===== src/rtl/as_pipe_ctrl.sv =====
`default_nettype none
// ============================================================================
// Module   : as_pipe_ctrl
// Brief    : Five-stage pipeline hazard controller. Resolves data-memory
//            freezes, taken-branch redirects and load-use bubbles into PC and
//            pipeline-register enable/flush controls. Also provides a sticky
//            frozen-PC watchdog and optional saturating performance counters.
// Config   : define AS_PERF_CNT_EN to build the stall/flush counters;
//            without it both counter outputs are constant zero.
// Revision : 1.0 - initial release
// ============================================================================
module as_pipe_ctrl #(
  parameter int MAX_STALL = 16,  // frozen-PC cycles before hang_o (2..255)
  parameter int CNT_W     = 32   // performance counter width
) (
  input  logic             clk_i,
  input  logic             rst_i,
  input  logic             stall_n_i,
  input  logic             branch_taken_i,
  input  logic             dmem_busy_i,
  output logic             pc_en_o,
  output logic             if_id_en_o,
  output logic             id_ex_en_o,
  output logic             ex_mem_en_o,
  output logic             mem_wb_en_o,
  output logic             if_id_flush_o,
  output logic             id_ex_flush_o,
  output logic             hang_o,
  output logic [CNT_W-1:0] stall_cnt_o,
  output logic [CNT_W-1:0] flush_cnt_o
);

  // --------------------------------------------------------------------------
  // State encoding
  // --------------------------------------------------------------------------
  localparam logic [1:0] c_ST_RUN    = 2'd0;
  localparam logic [1:0] c_ST_BUBBLE = 2'd1;
  localparam logic [1:0] c_ST_FREEZE = 2'd2;

  // Watchdog counter only needs to reach MAX_STALL, where it saturates.
  localparam int                c_WD_W   = $clog2(MAX_STALL + 1);
  localparam logic [c_WD_W-1:0] c_WD_MAX = c_WD_W'(MAX_STALL);
  localparam logic [c_WD_W-1:0] c_WD_ONE = c_WD_W'(1);

  logic [1:0]        r_state;
  logic [1:0]        w_state_nxt;

  logic              w_pc_en;
  logic              w_if_id_en;
  logic              w_id_ex_en;
  logic              w_ex_mem_en;
  logic              w_mem_wb_en;
  logic              w_if_id_flush;
  logic              w_id_ex_flush;

  // A load-use stall is only honoured outside BUBBLE; the instruction that
  // raised it has already been separated from its consumer by the bubble.
  logic              w_stall_req;

  logic [c_WD_W-1:0] r_wd_cnt;
  logic [c_WD_W-1:0] w_wd_nxt;
  logic              r_hang;

  assign w_stall_req = ~stall_n_i && (r_state != c_ST_BUBBLE);

  // --------------------------------------------------------------------------
  // FSM: state register (reset returns to RUN from any state)
  // --------------------------------------------------------------------------
  always_ff @(posedge clk_i) begin
    if (rst_i) begin
      r_state <= c_ST_RUN;
    end else begin
      r_state <= w_state_nxt;
    end
  end

  // FSM: next-state selection in priority order busy > branch > stall
  always_comb begin
    w_state_nxt = c_ST_RUN;
    if (dmem_busy_i) begin
      w_state_nxt = c_ST_FREEZE;
    end else if (branch_taken_i) begin
      w_state_nxt = c_ST_RUN;
    end else if (w_stall_req) begin
      w_state_nxt = c_ST_BUBBLE;
    end else begin
      w_state_nxt = c_ST_RUN;
    end
  end

  // FSM: combinational enables and flushes for the current cycle
  always_comb begin
    // normal advance
    w_pc_en       = 1'b1;
    w_if_id_en    = 1'b1;
    w_id_ex_en    = 1'b1;
    w_ex_mem_en   = 1'b1;
    w_mem_wb_en   = 1'b1;
    w_if_id_flush = 1'b0;
    w_id_ex_flush = 1'b0;
    if (rst_i) begin
      // hold everything and keep NOPs in the front-end registers
      w_pc_en       = 1'b0;
      w_if_id_en    = 1'b0;
      w_id_ex_en    = 1'b0;
      w_ex_mem_en   = 1'b0;
      w_mem_wb_en   = 1'b0;
      w_if_id_flush = 1'b1;
      w_id_ex_flush = 1'b1;
    end else if (dmem_busy_i) begin
      // whole-pipeline freeze; held branch/stall inputs are acted on later
      w_pc_en       = 1'b0;
      w_if_id_en    = 1'b0;
      w_id_ex_en    = 1'b0;
      w_ex_mem_en   = 1'b0;
      w_mem_wb_en   = 1'b0;
    end else if (branch_taken_i) begin
      // redirect: squash the two wrong-path instructions behind execute
      w_if_id_flush = 1'b1;
      w_id_ex_flush = 1'b1;
    end else if (w_stall_req) begin
      // load-use: hold PC and IF/ID, push a bubble into ID/EX
      w_pc_en       = 1'b0;
      w_if_id_en    = 1'b0;
      w_id_ex_flush = 1'b1;
    end
  end

  assign pc_en_o       = w_pc_en;
  assign if_id_en_o    = w_if_id_en;
  assign id_ex_en_o    = w_id_ex_en;
  assign ex_mem_en_o   = w_ex_mem_en;
  assign mem_wb_en_o   = w_mem_wb_en;
  assign if_id_flush_o = w_if_id_flush;
  assign id_ex_flush_o = w_id_ex_flush;

  // --------------------------------------------------------------------------
  // Watchdog: consecutive frozen-PC cycles, saturating at MAX_STALL
  // --------------------------------------------------------------------------
  // Next watchdog count: clear on PC advance, otherwise count up to the limit
  always_comb begin
    w_wd_nxt = r_wd_cnt;
    if (w_pc_en) begin
      w_wd_nxt = '0;
    end else if (r_wd_cnt != c_WD_MAX) begin
      w_wd_nxt = r_wd_cnt + c_WD_ONE;
    end
  end

  // Watchdog register and sticky hang flag; hang rises on the same edge at
  // which the count lands on MAX_STALL and is only cleared by reset.
  always_ff @(posedge clk_i) begin
    if (rst_i) begin
      r_wd_cnt <= '0;
      r_hang   <= 1'b0;
    end else begin
      r_wd_cnt <= w_wd_nxt;
      if (w_wd_nxt == c_WD_MAX) begin
        r_hang <= 1'b1;
      end
    end
  end

  assign hang_o = r_hang;

  // --------------------------------------------------------------------------
  // Performance counters
  // --------------------------------------------------------------------------
`ifdef AS_PERF_CNT_EN
  localparam logic [CNT_W-1:0] c_CNT_ONE = CNT_W'(1);

  logic [CNT_W-1:0] r_stall_cnt;
  logic [CNT_W-1:0] r_flush_cnt;

  // Saturating counts of frozen-PC cycles and IF/ID flush cycles
  always_ff @(posedge clk_i) begin
    if (rst_i) begin
      r_stall_cnt <= '0;
      r_flush_cnt <= '0;
    end else begin
      if (!w_pc_en && (r_stall_cnt != '1)) begin
        r_stall_cnt <= r_stall_cnt + c_CNT_ONE;
      end
      if (w_if_id_flush && (r_flush_cnt != '1)) begin
        r_flush_cnt <= r_flush_cnt + c_CNT_ONE;
      end
    end
  end

  assign stall_cnt_o = r_stall_cnt;
  assign flush_cnt_o = r_flush_cnt;
`else
  assign stall_cnt_o = {CNT_W{1'b0}};
  assign flush_cnt_o = {CNT_W{1'b0}};
`endif

endmodule
`default_nettype wire


===== config.mk =====
export PLATFORM = sky130hd
export DESIGN_NAME = as_pipe_ctrl
export DESIGN_NICKNAME = d
export VERILOG_FILES = /design/src/rtl/as_pipe_ctrl.sv
export SDC_FILE = /design/constraint.sdc
export NUM_CORES = 1
export LEC_CHECK = 0
export CAP_MARGIN = 15
export CORE_AREA = 2 2 59 61
export DETAILED_ROUTE_END_ITERATION = 6
export DIE_AREA = 0 0 61 63
export PLACE_DENSITY = 0.78
export SYNTH_ARGS = -nofsm -noshare
export SYNTH_HDL_FRONTEND = slang
export SYNTH_SLANG_ARGS = --single-unit

===== constraint.sdc =====
create_clock -name clk_i -period 1.95 [get_ports clk_i]
set_input_delay 0.39 -clock clk_i [delete_from_list [all_inputs] [get_ports clk_i]]
set_output_delay 0.39 -clock clk_i [all_outputs]
set_load 0.02 [all_outputs]

==> results of run 1 <==
==> per-stage QoR <==
stage                     cells  instance area (um2)  hold slack, ns
after detailed placement    168                  853           0.455
after global routing        171                  867           0.442
after CTS                   171                  868           0.465
after floorplan             175                 1160           0.468
after global placement      168                  853           0.448
final                       171                  867           0.438
==> kinds of logic after synthesis <==
family | after synthesis | share of synthesized area
compound gates | 5 | 0.0391
mux | 1 | 0.0108
other cells | 1 | 0.00404
buf+inv | 72 | 0.578
flops | 8 | 0.173
fa+ha+maj | 2 | 0.0270
xor+xnor | 5 | 0.0472
simple gates | 18 | 0.121
==> worst min-delay path by stage <==
stage	from	endpoint	cells after the start	slack, ns
global route	rst_i	r_state[1]	2	0.44
finish	rst_i	r_state[1]	2	0.44
global placement	hang_o	hang_o	2	0.45
CTS	hang_o	hang_o	2	0.46
detailed placement	hang_o	hang_o	2	0.46
floorplan	rst_i	r_state[1]	1	0.47
==> cell type report <==
type | instances | area share
repair buffers | 14 | 0.143
inverters | 5 | 0.0375
flip-flops and latches | 8 | 0.185
well taps | 46 | 0.0664
multi-input cells | 95 | 0.543
clock buffers | 3 | 0.0260
==> cells in the final DEF (no fill, tap or decap), types with 2 or more instances in the layout <==
| cell type | n |
|---|---|
| sky130_fd_sc_hd__buf_4 | 2 |
| sky130_fd_sc_hd__clkdlybuf4s50_1 | 3 |
| sky130_fd_sc_hd__xnor2_1 | 4 |
| sky130_fd_sc_hd__conb_1 | 64 |
| sky130_fd_sc_hd__inv_1 | 4 |
| sky130_fd_sc_hd__nand3_1 | 2 |
| sky130_fd_sc_hd__ha_1 | 2 |
| sky130_fd_sc_hd__nor2_1 | 5 |
| sky130_fd_sc_hd__a31oi_1 | 2 |
| sky130_fd_sc_hd__dlygate4sd2_1 | 7 |
| sky130_fd_sc_hd__dfxtp_1 | 8 |
| sky130_fd_sc_hd__clkbuf_4 | 3 |
| sky130_fd_sc_hd__nor3_1 | 4 |
==> metal layers <==
metal / part of all wire / up-vias
li1: - / 249
met3: 0.15 / 2
met5: 0 / -
met1: 0.37 / 224
met4: 0.0073 / 0
met2: 0.47 / 49
==> worst max-delay path: cells and delay by family <==
family | cells | cell delay [ns]
buf+inv | 2 | 0.87
simple gates | 2 | 0.26
==> power breakdown <==
part           switching [uW]  leakage, uW  internal (uW)  total, uW
sequential               3.28    0.0000652            168        172
clock                    58.5    0.0000138           70.6        129
combinational             144     0.000377           35.1        179
==> repair_timing <==
item | 4_1_cts | 5_1_grt
gates resized for setup | 10 | 3
hold buffers | 0 | 0
endpoints found under the setup margin | 7 | 4
==> registers in the layout, summed over array words and instances, names as in the netlist <==
register and count:
hang_o 1, r_state 2, r_wd_cnt 5
==> results.toml, run 1 <==
[outcome]
run_status = "complete, no violations"

[layout]
final_core_util = 0.268
layout-drive-gt1-share = 0.0960
num_antenna_cells = 0
seqCellArea_um2 = 160
num-fill-cells = 373
syn_to_final_growth_pct = -6.48
final_nets = 134
combined_area_of_the_multi_input_logic_cells_um2 = 470

[clock_tree]
clkLatencyLatePin_ns = 0.26
post-cts-setup-buffers = 0
maximum_clock_path_buffer_count = 2
cts_tree = "done"
cts_made_buffers = 3
cts.clk_slew.worst_paths_ns = 0.05
numClockSinks = 8
cts_htree_levels = 1
clock_tree.root_cell = "sky130_fd_sc_hd__clkbuf_4"

[synthesis]
synth_top_cell_area_share = 0.543
mappedNetlistArea_um2 = 927
asyncSetResetFlopFracSynth = 0
yosys-top-cells-area = "sky130_fd_sc_hd__buf_4 54%, sky130_fd_sc_hd__dfxtp_1 17%, sky130_fd_sc_hd__xnor2_1 3.8%"
postSynthCellCount = 112
synth_commonest_cells = "67 x sky130_fd_sc_hd__buf_4, 8 x sky130_fd_sc_hd__dfxtp_1, 6 x sky130_fd_sc_hd__nor2_1"
synth_sequential_area_ratio = 0.173
ys_flop_type = "sky130_fd_sc_hd__dfxtp_1"
avgSynthCellArea_um2 = 8.28
synth.ff_latch_count = 8
yosysTopAreaCell = "sky130_fd_sc_hd__buf_4"
yosysUniqueCellTypes = 22
yosysMostFrequentCell = "sky130_fd_sc_hd__buf_4"
synth-warning-count = 0
post_synth_edffs = 0

[critical_path]
crit_path_max_fanout = 3
worst_path_max_delay_cell = "sky130_fd_sc_hd__clkdlybuf4s50_1"
slowest_delay_ns = 0.51
r2r_setup_slack_ns = 0.42
setup.worst_path.start = "branch_taken_i"
crit_end = "if_id_en_o"
crit_arrival_ns = 1.52
critical_path.cell_chain = "clkdlybuf4s50_1, nor3_2, nor3_1, dlygate4sd2_1"
crit-reg2reg-capture = "hang_o"
worst-r2r-cell-count = 6
critPathRequiredTime_ns = 1.56
r2r_start = "r_wd_cnt[0]"
criticalPathCategory = "input port to output pin"
setup.worst_path.start_class = "input port"
timing.critical_path.to_type = "output pin"

[power]
cellLeakagePower_uw = 0.000455
design_power_total_uw = 480
max-vdd-ir-drop_mv = 0.298
power-per-cell-area_mw_per_mm2 = 553

[sta]
final.period_utilization = 0.981
pins_over_their_slew_limit = 0
clock_skew_ns = 0.00668
setup_slack_ns = 0.0380
achievable-frequency_mhz = 523
period_minus_slack_ns = 1.91
totalNegativeSetupSlack_ns = 0
finalHoldViolations = 0
setup_viol_count_final = 0
grt_setup_unrepaired = "true"

[floorplanning]
die_area_mm2 = 0.00384
coreArea_mm2 = 0.00323
placementRows = 21
height_of_the_die_um = 63
die_width_um = 61
floorplan.initialDensity = 0.287
ios = 77

[routing]
routed_wire_length_per_instance_um = 6.44
drt_iter0_markers = 3
post_drt_via_cell_ratio = 3.06
vias = 524
routed_wirelength_mm = 1.10
drt_drc_violations_left = 0
ant_nets = 0
first_pass_iters = 2

[min_path]
holdCritPathClass = "input port to register"

[global_routing]
groute.layer.met3.usage = 0.0373
antenna_violations_before_repair = 0
grt_start_max_net_pins = 7
groute.usage.overall = 0.0569
globalRouteOverflowTotal = 0
grt_pass1_wl_mm = 1.64
groute.layer.met2.usage = 0.0820
grt_util_met1 = 0.0685
via_count_of_the_first_global_routing_pass = 382
top_usage_layer = "met2"

[placement]
place_congestion = 0.722
dp.final_hpwl_um = 911
pre_cts_ws_ns = -0.434
placement.io_buffers = 12

[job]
maxcap_violations = 0
No activity file was read; power rests on OpenSTA's default activity.
==> inputs of run 2 (changes only) <==
CORE_AREA = 2 2 57 59   (was 2 2 59 61)
DIE_AREA = 0 0 59 61   (was 0 0 61 63)
PLACE_DENSITY = 0.82   (was 0.78)
==> results.toml, run 2 (synthesis gave the netlist of run 1 again) <==
[outcome]
run_status = "complete, no violations"

[critical_path]
slowest_delay_ns = 0.44
critPathRequiredTime_ns = 1.56
setup.worst_path.start = "branch_taken_i"
r2r_start = "r_wd_cnt[0]"
worst-path-buf-inv = 2
worst_path_max_delay_cell = "sky130_fd_sc_hd__clkdlybuf4s50_1"
critical_path.cell_chain = "clkdlybuf4s50_1, a21o_1, or2_2, buf_4"
criticalPathCategory = "input port to output pin"
timing.critical_path.to_type = "output pin"
critical_path.top_delay_family = "buffers and inverters"
setup.worst_path.start_class = "input port"
crit_arrival_ns = 1.47
crit_path_max_fanout = 2

[routing]
first_pass_iters = 4
met1Wirelength_um = 425
drt_iter0_markers = 5
met3_wirelength_um = 153
routed_wirelength_mm = 1.14
vias = 548
ant_nets = 0
post_drt_via_cell_ratio = 3.43
wl_met2_um = 525
highest-signal-layer = "met4"
routed_wire_length_per_instance_um = 7.11
drt_drc_violations_left = 0

[layout]
stdcell_area_um2 = 888
layout.cells.most_common = "sky130_fd_sc_hd__conb_1"
num-fill-cells = 315
largest_reg_flops = 5
final_core_util = 0.301
final_nets = 136
seqCellArea_um2 = 160
most-common-layout-cells = "64 x sky130_fd_sc_hd__conb_1, 8 x sky130_fd_sc_hd__dfxtp_1, 5 x sky130_fd_sc_hd__nor2_1, 5 x sky130_fd_sc_hd__buf_4"
combined_area_of_the_multi_input_logic_cells_um2 = 475
num_antenna_cells = 0
top_register = "r_wd_cnt"
layout-drive-gt1-share = 0.150
syn_to_final_growth_pct = -4.18

[clock_tree]
clkLatencyLatePin_ns = 0.26
numClockSinks = 8
cts_tree = "done"
cts-hold-fix-buffers = 0
cts.clk_slew.worst_paths_ns = 0.05
cts_made_buffers = 3
cts_htree_levels = 1
clock_tree.root_cell = "sky130_fd_sc_hd__clkbuf_4"
post-cts-setup-buffers = 0
maximum_clock_path_buffer_count = 2

[placement]
dp.final_hpwl_um = 960
dpl_cell_area_um2 = 852
placement.io_buffers = 12
place_congestion = 0.705

[sta]
hold_ws_ns = 0.454
achievable-frequency_mhz = 539
grt_setup_unrepaired = "false"
final.period_utilization = 0.952
setup_viol_count_final = 0
period_minus_slack_ns = 1.86
clock_skew_ns = 0.00324
pins_over_their_slew_limit = 0
totalNegativeSetupSlack_ns = 0
finalHoldViolations = 0

[floorplanning]
height_of_the_die_um = 61
placementRows = 20
coreArea_mm2 = 0.00295
die_width_um = 59
floorplan.initialDensity = 0.314
ios = 77
die_area_mm2 = 0.00360

[power]
cellLeakagePower_uw = 0.000462
max-vdd-ir-drop_mv = 0.259
power-per-cell-area_mw_per_mm2 = 547

[min_path]
hp-start = "dmem_busy_i"
holdCritPathClass = "input port to register"

[global_routing]
grt_start_max_net_pins = 7
grt_pass1_wl_mm = 1.56
groute.usage.overall = 0.0571
via_count_of_the_first_global_routing_pass = 370
globalRouteOverflowTotal = 0
antenna_violations_before_repair = 0

[job]
maxcap_violations = 0
[run 2: worst reg2reg max path: cells and delay by family, from the launching register on]
kind,cells,cell delay (ns)
and+or+nand+nor,2,0.44
DFF,1,0.36
AOI/OAI and AO/OA,2,0.29
buffers and inverters,1,0.20
adders and majority gates,1,0.18
[run 2: power by group]
group	leakage [uW]	internal (uW)	switching, uW
combinational	0.000384	40.7	146
clock	0.0000138	70.5	57.4
sequential	0.0000652	168	3.14
total	0.000462	280	206
[run 2: metal layers]
metal  up-vias  global-route usage
li1        256                   -
met1       235              0.0664
met4         0              0.0487
met2        52              0.0968
met3         5             0.00213
met5         -                   0
[run 2: final timing paths]
| kind | endpoint | slack [ns] | depth (start not counted) |
|---|---|---|---|
| max | id_ex_flush_o | 0.09 | 4 |
| min | r_state[1] | 0.45 | 3 |
| max reg2reg | hang_o | 0.38 | 6 |
| min reg2reg | hang_o | 0.46 | 2 |
[run 2: what timing repair did]
| item | in CTS | in global routing |
|---|---|---|
| endpoints found under the hold margin | 0 | 0 |
| setup endpoints to repair | 7 | 4 |
| resized for setup | 22 | 4 |
| gates cloned | 0 | 0 |
[run 2: cell type report]
type                            count  share of cell area
Tap cell                           33              0.0465
Clock buffer                        3              0.0254
Inverter                            5              0.0366
Timing Repair Buffer               16               0.176
Sequential cell                     8               0.180
Multi-Input combinational cell     95               0.535
[run 2: per-stage QoR]
stage                     power (uW)  worst slack, ns  std cells
after floorplan                  426            0.275        175
after global placement           360           -0.374        157
after detailed placement         361           -0.391        157
after CTS                        487          -0.0104        160
after global routing             512           0.0435        160
final                            486           0.0941        160
==> inputs of run 3 (changes only) <==
CELL_PAD_IN_SITES_DETAIL_PLACEMENT = 1   (was default)
CELL_PAD_IN_SITES_GLOBAL_PLACEMENT = 1   (was default)
CORE_AREA = 2 2 70 72   (was 2 2 57 59)
DIE_AREA = 0 0 72 74   (was 0 0 59 61)
PLACE_DENSITY = 0.81   (was 0.82)
==> results.toml, run 3 (synthesis gave the netlist of run 1 again) <==
[critical_path]
crit_arrival_ns = 1.51
slowest_delay_ns = 0.54
worst_path_max_delay_cell = "sky130_fd_sc_hd__clkdlybuf4s50_1"
crit_path_max_fanout = 2
r2r_setup_slack_ns = 0.39
r2r_start = "r_wd_cnt[0]"
critPathRequiredTime_ns = 1.56
timing.critical_path.to_type = "output pin"
setup.worst_path.start_class = "input port"
critical_path.cell_chain = "clkdlybuf4s50_1, nor3_4, nor3_2, dlygate4sd2_1"
criticalPathCategory = "input port to output pin"
crit-reg2reg-capture = "hang_o"
worst-r2r-cell-count = 6

[job]
maxcap_violations = 0

[layout]
largest_reg_flops = 5
final_nets = 135
syn_to_final_growth_pct = -0.405
num-fill-cells = 566
combined_area_of_the_multi_input_logic_cells_um2 = 482
final_core_util = 0.201
most-common-layout-cells = "64 x sky130_fd_sc_hd__conb_1, 8 x sky130_fd_sc_hd__dfxtp_1, 5 x sky130_fd_sc_hd__nor2_1"
layout-drive-gt1-share = 0.127
num_antenna_cells = 0
layout.cells.most_common = "sky130_fd_sc_hd__conb_1"
seqCellArea_um2 = 160
top_register = "r_wd_cnt"

[floorplanning]
floorplan.initialDensity = 0.202
height_of_the_die_um = 74
coreArea_mm2 = 0.00460
placementRows = 25
ios = 77
die_width_um = 72
die_area_mm2 = 0.00533

[routing]
routed_wirelength_mm = 1.38
drt_iter0_markers = 0
drt_drc_violations_left = 0
routed_wire_length_per_instance_um = 7.66
first_pass_iters = 1
ant_nets = 0
vias = 529
post_drt_via_cell_ratio = 2.94

[min_path]
whs_path_depth = 2
hp-start = "hang_o"
holdCritPathClass = "register to register"
holdPathEnd = "hang_o"

[global_routing]
globalRouteOverflowTotal = 0
via_count_of_the_first_global_routing_pass = 447
grt_pass1_wl_mm = 1.95
antenna_violations_before_repair = 0
grt_start_max_net_pins = 7
groute.usage.overall = 0.0497

[placement]
dp.final_hpwl_mm = 1.15
placement.io_buffers = 12
place_congestion = 0.631

[sta]
finalHoldViolations = 0
final.period_utilization = 0.972
clock_skew_ns = 0.000627
period_minus_slack_ns = 1.90
worst_pin_slew_ns = 0.542
pins_over_their_slew_limit = 0
slew_headroom = 0.638
setup_viol_count_final = 0
achievable-frequency_mhz = 528

[clock_tree]
post-cts-setup-buffers = 0
cts.clk_slew.worst_paths_ns = 0.04
maximum_clock_path_buffer_count = 2
cts_htree_levels = 1
numClockSinks = 8
cts-hold-fix-buffers = 0
cts_made_buffers = 3
clock_tree.root_cell = "sky130_fd_sc_hd__clkbuf_8"
cts_tree = "done"
clkLatencyLatePin_ns = 0.23

[power]
fraction_of_power_consumed_by_sequential_logic = 0.307
max-vdd-ir-drop_mv = 0.221
clock_power_share = 0.361
comb_power_share = 0.332
power.share.switching = 0.391
intPower_uw = 342
power_switching_uw = 220
power-per-cell-area_mw_per_mm2 = 608
cellLeakagePower_uw = 0.000477
design_power_total_uw = 562

[outcome]
run_status = "complete, no violations"
## run 3: cell count changes in the layout (fill, tap and decap cells not counted)
cell	before	now
sky130_fd_sc_hd__buf_4	5	3
sky130_fd_sc_hd__clkbuf_4	3	0
sky130_fd_sc_hd__dlygate4sd2_1	1	4
sky130_fd_sc_hd__clkdlybuf4s15_1	1	0
sky130_fd_sc_hd__clkbuf_8	0	3
sky130_fd_sc_hd__clkdlybuf4s15_2	4	2
sky130_fd_sc_hd__nor3_4	0	1
sky130_fd_sc_hd__clkbuf_2	0	1
sky130_fd_sc_hd__nor3_2	2	1
## run 3: critical path, delay by kind of cell
| kind | cells | cell delay [ns] |
|---|---|---|
| buffers and inverters | 2 | 0.90 |
| and+or+nand+nor | 2 | 0.21 |
## run 3: how the worst max path moves through the flow
stage / startpoint / endpoint / slack [ns] / depth (start not counted)
floorplan: r_state[0] / pc_en_o / 0.27 / 4
global placement: dmem_busy_i / id_ex_flush_o / -0.44 / 5
detailed placement: dmem_busy_i / id_ex_flush_o / -0.46 / 6
CTS: dmem_busy_i / id_ex_flush_o / -0.24 / 6
global route: stall_n_i / if_id_en_o / -0.004 / 4
finish: stall_n_i / if_id_en_o / 0.05 / 4
## run 3: timing repair
action | CTS | global route
endpoints found under the setup margin | 7 | 6
hold endpoints to repair | 0 | 0
resized for setup | 12 | 7
gates cloned | 0 | 0
## run 3: final cells by class
type	count	area share
Tap cell	54	0.0732
Sequential cell	8	0.173
Timing Repair Buffer	15	0.152
Inverter	5	0.0352
Clock buffer	3	0.0447
Multi-Input combinational cell	95	0.522
## run 3: through the flow
step                      worst slack (ns)   TNS, ns  std cells  area, um2  hold WS [ns]
after floorplan                      0.275         0        175       1160         0.468
after global placement              -0.440     -2.11        177        871         0.447
after detailed placement            -0.463     -2.11        177        871         0.459
after CTS                           -0.244    -0.275        180        908         0.466
after global routing              -0.00366  -0.00366        180        923         0.480
final                               0.0550         0        180        923         0.457
## run 3: power groups by stage
stage	clock [uW]	combinational, uW	sequential [uW]
after floorplan	0	252	174
after global placement	0	185	175
after detailed placement	0	186	175
after CTS	209	182	172
after global routing	213	201	173
final	203	186	172
## run 3: metal layers
layer	part of all wire	up-vias	track usage
met3	0.11	5	0.00813
li1	-	252	-
met1	0.38	224	0.0498
met4	0.045	0	0.0566
met2	0.46	48	0.0833
met5	0	-	0
